$ cat config.mk
export PLATFORM = sky130hd
export DESIGN_NAME = wb_bus_ctrl
export DESIGN_NICKNAME = d
export VERILOG_FILES = /design/src/rtl/wb_bus_ctrl_pkg.sv /design/src/rtl/wb_addr_decode.sv /design/src/rtl/wb_bus_ctrl.sv
export SDC_FILE = /design/constraint.sdc
export NUM_CORES = 1
export LEC_CHECK = 0
export CORE_ASPECT_RATIO = 0.8
export CORE_MARGIN = 2
export CORE_UTILIZATION = 35
export CTS_CLUSTER_SIZE = 10
export DETAILED_ROUTE_END_ITERATION = 8
export PLACE_DENSITY = 0.92
export SYNTH_ARGS = -nofsm -noshare
export SYNTH_HDL_FRONTEND = slang
export SYNTH_SLANG_ARGS = --single-unit
export TNS_END_PERCENT = 1
$ cat constraint.sdc
create_clock -name wb_clk_i -period 4.25 [get_ports wb_clk_i]
set_input_delay 0.6375 -clock wb_clk_i [delete_from_list [all_inputs] [get_ports wb_clk_i]]
set_output_delay 0.6375 -clock wb_clk_i [all_outputs]
set_load 0.01 [all_outputs]
$ cat src/rtl/wb_bus_ctrl_pkg.sv
// Shared definitions for the Wishbone bus controller and its address decoder.
package wb_bus_ctrl_pkg;

  typedef enum logic [1:0] {
    ST_IDLE   = 2'd0,
    ST_DECODE = 2'd1,
    ST_ACCESS = 2'd2,
    ST_RESP   = 2'd3
  } state_t;

  // Slave index field is wide enough for indices 0..7 plus the miss sentinel.
  localparam int               SEL_W        = 4;
  localparam logic [SEL_W-1:0] NO_SLAVE     = 4'd8;
  localparam logic [31:0]      DEF_ERR_DATA = 32'hDEADBEEF;

  // Watchdog counter width; a disabled watchdog still keeps a 1-bit counter.
  function automatic int cnt_width(input int timeout);
    return (timeout < 1) ? 1 : $clog2(timeout + 1);
  endfunction

endpackage

$ cat src/rtl/wb_addr_decode.sv
// Combinational base/mask address decoder with lowest-index priority.
module wb_addr_decode
  import wb_bus_ctrl_pkg::*;
#(
  parameter int              NS       = 4,
  parameter logic [32*NS-1:0] SLV_BASE = '0,
  parameter logic [32*NS-1:0] SLV_MASK = '0
) (
  input  logic [31:0]      adr,
  output logic             hit,
  output logic [SEL_W-1:0] idx
);

  // Scan from the top so the lowest matching window is the last writer.
  always_comb begin
    hit = 1'b0;
    idx = NO_SLAVE;
    for (int i = NS - 1; i >= 0; i--) begin
      if ((adr & SLV_MASK[32*i +: 32]) == SLV_BASE[32*i +: 32]) begin
        hit = 1'b1;
        idx = SEL_W'(i);
      end
    end
  end

endmodule

$ cat src/rtl/wb_bus_ctrl.sv
// Wishbone sequencing controller: registered decode, one slave strobe per
// transaction, registered ack/err/data back to the master, timeout watchdog.
// Optional fault capture is enabled with `define BUS_FAULT_CAPTURE_EN.
//
// state     | meaning
// ST_IDLE   | waiting for master cyc & stb, counter cleared
// ST_DECODE | address and slave index registered, choose access or error
// ST_ACCESS | selected slave strobed, watchdog counting
// ST_RESP   | one-cycle ack or err to master
module wb_bus_ctrl
  import wb_bus_ctrl_pkg::*;
#(
  parameter int               NS       = 4,
  parameter logic [32*NS-1:0] SLV_BASE = {32'h08000100, 32'h08000000,
                                          32'h00010000, 32'h00000000},
  parameter logic [32*NS-1:0] SLV_MASK = {32'hFFFFFFF0, 32'hFFFFFFF0,
                                          32'hFFFF0000, 32'hFFFF0000},
  parameter int               TIMEOUT  = 255,
  parameter logic [31:0]      ERR_DATA = DEF_ERR_DATA
) (
  input  logic             wb_clk_i,
  input  logic             wb_rst_i,
  input  logic [31:0]      m_wb_adr_i,
  input  logic             m_wb_cyc_i,
  input  logic             m_wb_stb_i,
  output logic [31:0]      m_wb_dat_o,
  output logic             m_wb_ack_o,
  output logic             m_wb_err_o,
  output logic [NS-1:0]    s_wb_stb_o,
  input  logic [32*NS-1:0] s_wb_dat_i,
  input  logic [NS-1:0]    s_wb_ack_i,
  output logic             busy_o,
  output logic [31:0]      fault_adr_o,
  output logic             fault_valid_o,
  input  logic             fault_clr_i
);

  localparam int          CW      = cnt_width(TIMEOUT);
  localparam logic [CW-1:0] CNT_MAX = '1;
  localparam logic [CW-1:0] TO_VAL  = CW'(TIMEOUT);

  state_t           state;
  logic [SEL_W-1:0] sel_q;
  logic [31:0]      adr_q;
  logic [CW-1:0]    cnt_q;

  logic             dec_hit;
  logic [SEL_W-1:0] dec_idx;
  logic             ack_sel;
  logic [31:0]      dat_sel;
  logic [NS-1:0]    stb_sel;
  logic [CW-1:0]    cnt_inc;
  logic             timeout_hit;
  logic             miss;
  logic             err_set;

  wb_addr_decode #(
    .NS       (NS),
    .SLV_BASE (SLV_BASE),
    .SLV_MASK (SLV_MASK)
  ) u_addr_decode (
    .adr (m_wb_adr_i),
    .hit (dec_hit),
    .idx (dec_idx)
  );

  // Route the selected slave's ack/data and build its one-hot strobe.
  always_comb begin
    ack_sel = 1'b0;
    dat_sel = '0;
    stb_sel = '0;
    for (int i = 0; i < NS; i++) begin
      if (sel_q == SEL_W'(i)) begin
        ack_sel    = s_wb_ack_i[i];
        dat_sel    = s_wb_dat_i[32*i +: 32];
        stb_sel[i] = 1'b1;
      end
    end
    cnt_inc     = (cnt_q == CNT_MAX) ? cnt_q : cnt_q + CW'(1);
    timeout_hit = (TIMEOUT != 0) && (cnt_inc == TO_VAL);
    miss        = (sel_q == NO_SLAVE);
    err_set     = m_wb_cyc_i &&
                  (((state == ST_DECODE) && miss) ||
                   ((state == ST_ACCESS) && !ack_sel && timeout_hit));
  end

  // Transaction sequencer with registered master/slave outputs and watchdog.
  always_ff @(posedge wb_clk_i) begin
    if (!wb_rst_i) begin
      state      <= ST_IDLE;
      sel_q      <= NO_SLAVE;
      adr_q      <= '0;
      cnt_q      <= '0;
      m_wb_dat_o <= '0;
      m_wb_ack_o <= 1'b0;
      m_wb_err_o <= 1'b0;
      s_wb_stb_o <= '0;
      busy_o     <= 1'b0;
    end else begin
      m_wb_ack_o <= 1'b0;
      m_wb_err_o <= 1'b0;
      case (state)
        ST_IDLE: begin
          cnt_q <= '0;
          if (m_wb_cyc_i && m_wb_stb_i) begin
            state  <= ST_DECODE;
            adr_q  <= m_wb_adr_i;
            sel_q  <= dec_hit ? dec_idx : NO_SLAVE;
            busy_o <= 1'b1;
          end
        end
        ST_DECODE: begin
          if (!m_wb_cyc_i) begin
            state  <= ST_IDLE;
            busy_o <= 1'b0;
          end else if (miss) begin
            state      <= ST_RESP;
            m_wb_err_o <= 1'b1;
            m_wb_dat_o <= ERR_DATA;
          end else begin
            state      <= ST_ACCESS;
            s_wb_stb_o <= stb_sel;
          end
        end
        ST_ACCESS: begin
          if (!m_wb_cyc_i) begin
            state      <= ST_IDLE;
            s_wb_stb_o <= '0;
            cnt_q      <= '0;
            busy_o     <= 1'b0;
          end else if (ack_sel) begin
            state      <= ST_RESP;
            m_wb_ack_o <= 1'b1;
            m_wb_dat_o <= dat_sel;
            s_wb_stb_o <= '0;
            cnt_q      <= '0;
          end else if (timeout_hit) begin
            state      <= ST_RESP;
            m_wb_err_o <= 1'b1;
            m_wb_dat_o <= ERR_DATA;
            s_wb_stb_o <= '0;
            cnt_q      <= '0;
          end else begin
            cnt_q <= cnt_inc;
          end
        end
        ST_RESP: begin
          state  <= ST_IDLE;
          busy_o <= 1'b0;
        end
        default: begin
          state      <= ST_IDLE;
          s_wb_stb_o <= '0;
          busy_o     <= 1'b0;
        end
      endcase
    end
  end

`ifdef BUS_FAULT_CAPTURE_EN
  // Sticky fault capture; a new fault outranks a simultaneous clear.
  always_ff @(posedge wb_clk_i) begin
    if (!wb_rst_i) begin
      fault_adr_o   <= '0;
      fault_valid_o <= 1'b0;
    end else if (err_set) begin
      fault_adr_o   <= adr_q;
      fault_valid_o <= 1'b1;
    end else if (fault_clr_i) begin
      fault_valid_o <= 1'b0;
    end
  end
`else
  logic unused_fault;
  assign unused_fault  = fault_clr_i ^ err_set ^ (^adr_q);
  assign fault_adr_o   = '0;
  assign fault_valid_o = 1'b0;
`endif

endmodule

==> flow_summary.json <==
{
  "vias": 3886,
  "fin_crit_ns": 3.10,
  "place_hpwl_um": 9580,
  "power.switching_uw": 362,
  "setup_ws_ns": 1.15,
  "rsz0062_at_grt": "no",
  "io_pins": 241,
  "grt_pass1_wl_um": 19300,
  "rows": 32,
  "hold_ws_ns": 0.461,
  "maxCapViolations": 0,
  "die_w_um": 116,
  "syn_area_per_cell_um2": 8.83,
  "synth.top_cell.area_share": 0.295,
  "crit_chain": "mux2i_1 > o221ai_1 > nor2_1 > a21oi_1 > nor4_1",
  "die_area_um2": 10900,
  "power_frac_comb": 0.292,
  "numPlacedInstances": 709,
  "post-cts-setup-buffers": 0,
  "drt_pass1_iterations": 5,
  "yosysTopAreaCell": "dfxtp_1",
  "cts_max_level": 2,
  "cts-buffers-inserted": 5,
  "tns_ns": 0,
  "cpLargestDelayFamily": "simple AND/OR/NAND/NOR gates",
  "pwr-share-seq": 0.385,
  "clkPwrFrac": 0.323,
  "ys_warn_count": 0,
  "slowest_stage": "dfxtp_2",
  "io_buffers": 202,
  "antennaDiodeCount": 0,
  "syn_inst": 400,
  "slew_violations": 0,
  "ir_drop_mv": 0.206,
  "swShare": 0.256,
  "syn_to_final_growth_pct": 59.3,
  "cp_num_buf_inv": 0,
  "cp_max_fo": 33,
  "fp.dieH_um": 93.9,
  "clock_path_buffers": 2,
  "hold_class": "flip-flop to flip-flop",
  "cp.required_ns": 4.43,
  "wl_per_cell_um": 17.4,
  "grtUsageTotal": 0.224,
  "fill_cells": 850,
  "outcome": "completed",
  "pre_cts_ws_ns": 1.25,
  "postCtsHoldBufs": 0,
  "ys_seq_area_frac": 0.295,
  "hold_viol": 0,
  "cp.arrival_ns": 3.28,
  "path_clk_slew_ns": 0.07,
  "grt_antenna_before_repair": 0,
  "synthTopCellsByArea": "dfxtp_1 (29%), mux2i_1 (11%), a221o_1 (9.1%)",
  "fin_crit_sh": 0.730,
  "drive_above_1_share": 0.0396,
  "synthFlopType": "dfxtp_1",
  "cts.sinks": 52,
  "netlist_area_um2": 3530,
  "initial_utilization": 0.363,
  "core_area_um2": 9730,
  "cts_tree": "yes",
  "cellLeakagePower_uw": 0.00197,
  "endpoint_kind": "flip-flop",
  "finalNonFillerCells": 717,
  "final_nets": 753,
  "critical_path_class": "flip-flop to flip-flop",
  "slew-limit-headroom": 0.230,
  "final-setup-viol-count": 0,
  "viasPerCell": 5.42,
  "worstMarginPinSlew_ns": 1.15,
  "drtIter0Drc": 392,
  "synth-edff-count": 0,
  "power.internal_uw": 1050,
  "finClkSkew_ns": 0.00726,
  "p_per_area_nw_per_um2": 251,
  "ant_nets": 0,
  "drc": 0,
  "fmax_ghz": 0.322,
  "grt_pass1_vias": 3866,
  "totalWireLength_um": 12500,
  "clock-root-buffer": "clkbuf_16",
  "cpPeakStageDelay_ns": 0.98,
  "crit_path_start_kind": "flip-flop",
  "ys_types": 49,
  "place_congestion": 0.795,
  "async_reset_ff_frac": 0,
  "grt_max_degree": 59,
  "ys_ff_latch": 52,
  "cts_resized": 0,
  "overflow": 0,
  "clkLatencyLatePin_ns": 0.28
}
==> state kept, by name (all words and copies together), names as in the netlist <==
register    cells
cnt_q           8
m_wb_dat_o     32
s_wb_stb_o      4
m_wb_err_o      1
state           2
m_wb_ack_o      1
busy_o          1
sel_q           3
==> power groups by stage <==
stage	clock [µW]	sequential (µW)	combinational [µW]
4_1_cts	464	542	411
3_3_place_gp	0	552	401
6_report	455	543	412
3_5_place_dp	0	553	410
5_1_grt	488	547	439
2_1_floorplan	0	563	178
==> Yosys cell counts, drive strengths merged, types with 4 or more instances <==
cell type	count
ha	4
nand3	16
nand4	8
a221o	32
o221a	25
nor3	7
a31oi	5
nor4	9
inv	9
nand2	32
clkbuf	18
mux2i	39
nor2	40
buf	48
nor2b	4
a22o	8
a21oi	11
dfxtp	52
o22ai	4
==> worst reg2reg max path, delay by kind of cell (launching register included) <==
kind / cells / cell delay [ns]
simple gates: 2 / 1.06
flops: 1 / 0.98
compound gates: 2 / 0.59
mux: 1 / 0.37
==> metrics by stage <==
stage,instance area (µm²),total power [µW],utilization
floorplan,3650,741,-
global placement,5460,952,0.561
detailed placement,5460,962,0.561
CTS,5630,1420,0.578
global route,5630,1470,0.578
finish,5630,1410,0.578
==> layout by cell type, fill, tap and decap left out, types with 2 or more instances in the layout <==
cell / n
a221o_1: 32
nor3_1: 7
and4_1: 2
ha_1: 4
nand4_1: 7
a22oi_1: 2
nor2_1: 39
dfxtp_1: 51
clkdlybuf4s50_1: 201
clkbuf_16: 5
nand3_1: 16
inv_1: 9
a31oi_1: 5
nor2b_1: 4
mux2i_1: 39
nor4_1: 7
buf_4: 5
nor4_2: 2
nor3b_1: 2
o22ai_1: 4
conb_1: 33
o221a_1: 24
a22o_1: 8
a21oi_1: 11
and3_1: 3
nand2_1: 32
==> cell families (layout without fill, tap and decap cells) <==
family	Yosys count	count (layout)	synth area share
flip-flops	52	52	0.295
multiplexers	39	39	0.111
AND/OR/NAND/NOR	130	130	0.182
other	1	33	0.00106
adder cells (fa/ha/maj)	4	4	0.0142
AO/OA/AOI/OAI	99	99	0.270
buffers and inverters	75	224	0.128
==> final cells by class <==
class / instances / area, µm² / area share
clock buffers: 6 / 129 / 0.0229
clock inverters: 2 / 35.0 / 0.00623
inverters: 9 / 33.8 / 0.00600
multi-input cells: 305 / 2160 / 0.384
flip-flops and latches: 52 / 1040 / 0.185
well taps: 136 / 170 / 0.0302
repair buffers: 207 / 2050 / 0.365
==> path summary, 6_finish.rpt <==
kind	start	endpoint	slack, ns	depth (start not counted)
setup / recovery	sel_q[1]$_SDFFE_PN0P_	cnt_q[3]$_SDFFE_PN0P_	1.15	5
hold / removal	m_wb_dat_o[8]$_SDFFE_PN0P_	m_wb_dat_o[8]$_SDFFE_PN0P_	0.46	2
setup reg to reg	sel_q[1]$_SDFFE_PN0P_	cnt_q[3]$_SDFFE_PN0P_	1.15	5
hold reg to reg	m_wb_dat_o[8]$_SDFFE_PN0P_	m_wb_dat_o[8]$_SDFFE_PN0P_	0.46	2
==> routing by layer <==
layer  wire, µm  global-route usage
met1       4960               0.265
met2       6460               0.414
met5          0                   0
met3        727              0.0290
met4        333              0.0704
Note: power is estimated with default switching activity, not from simulation.
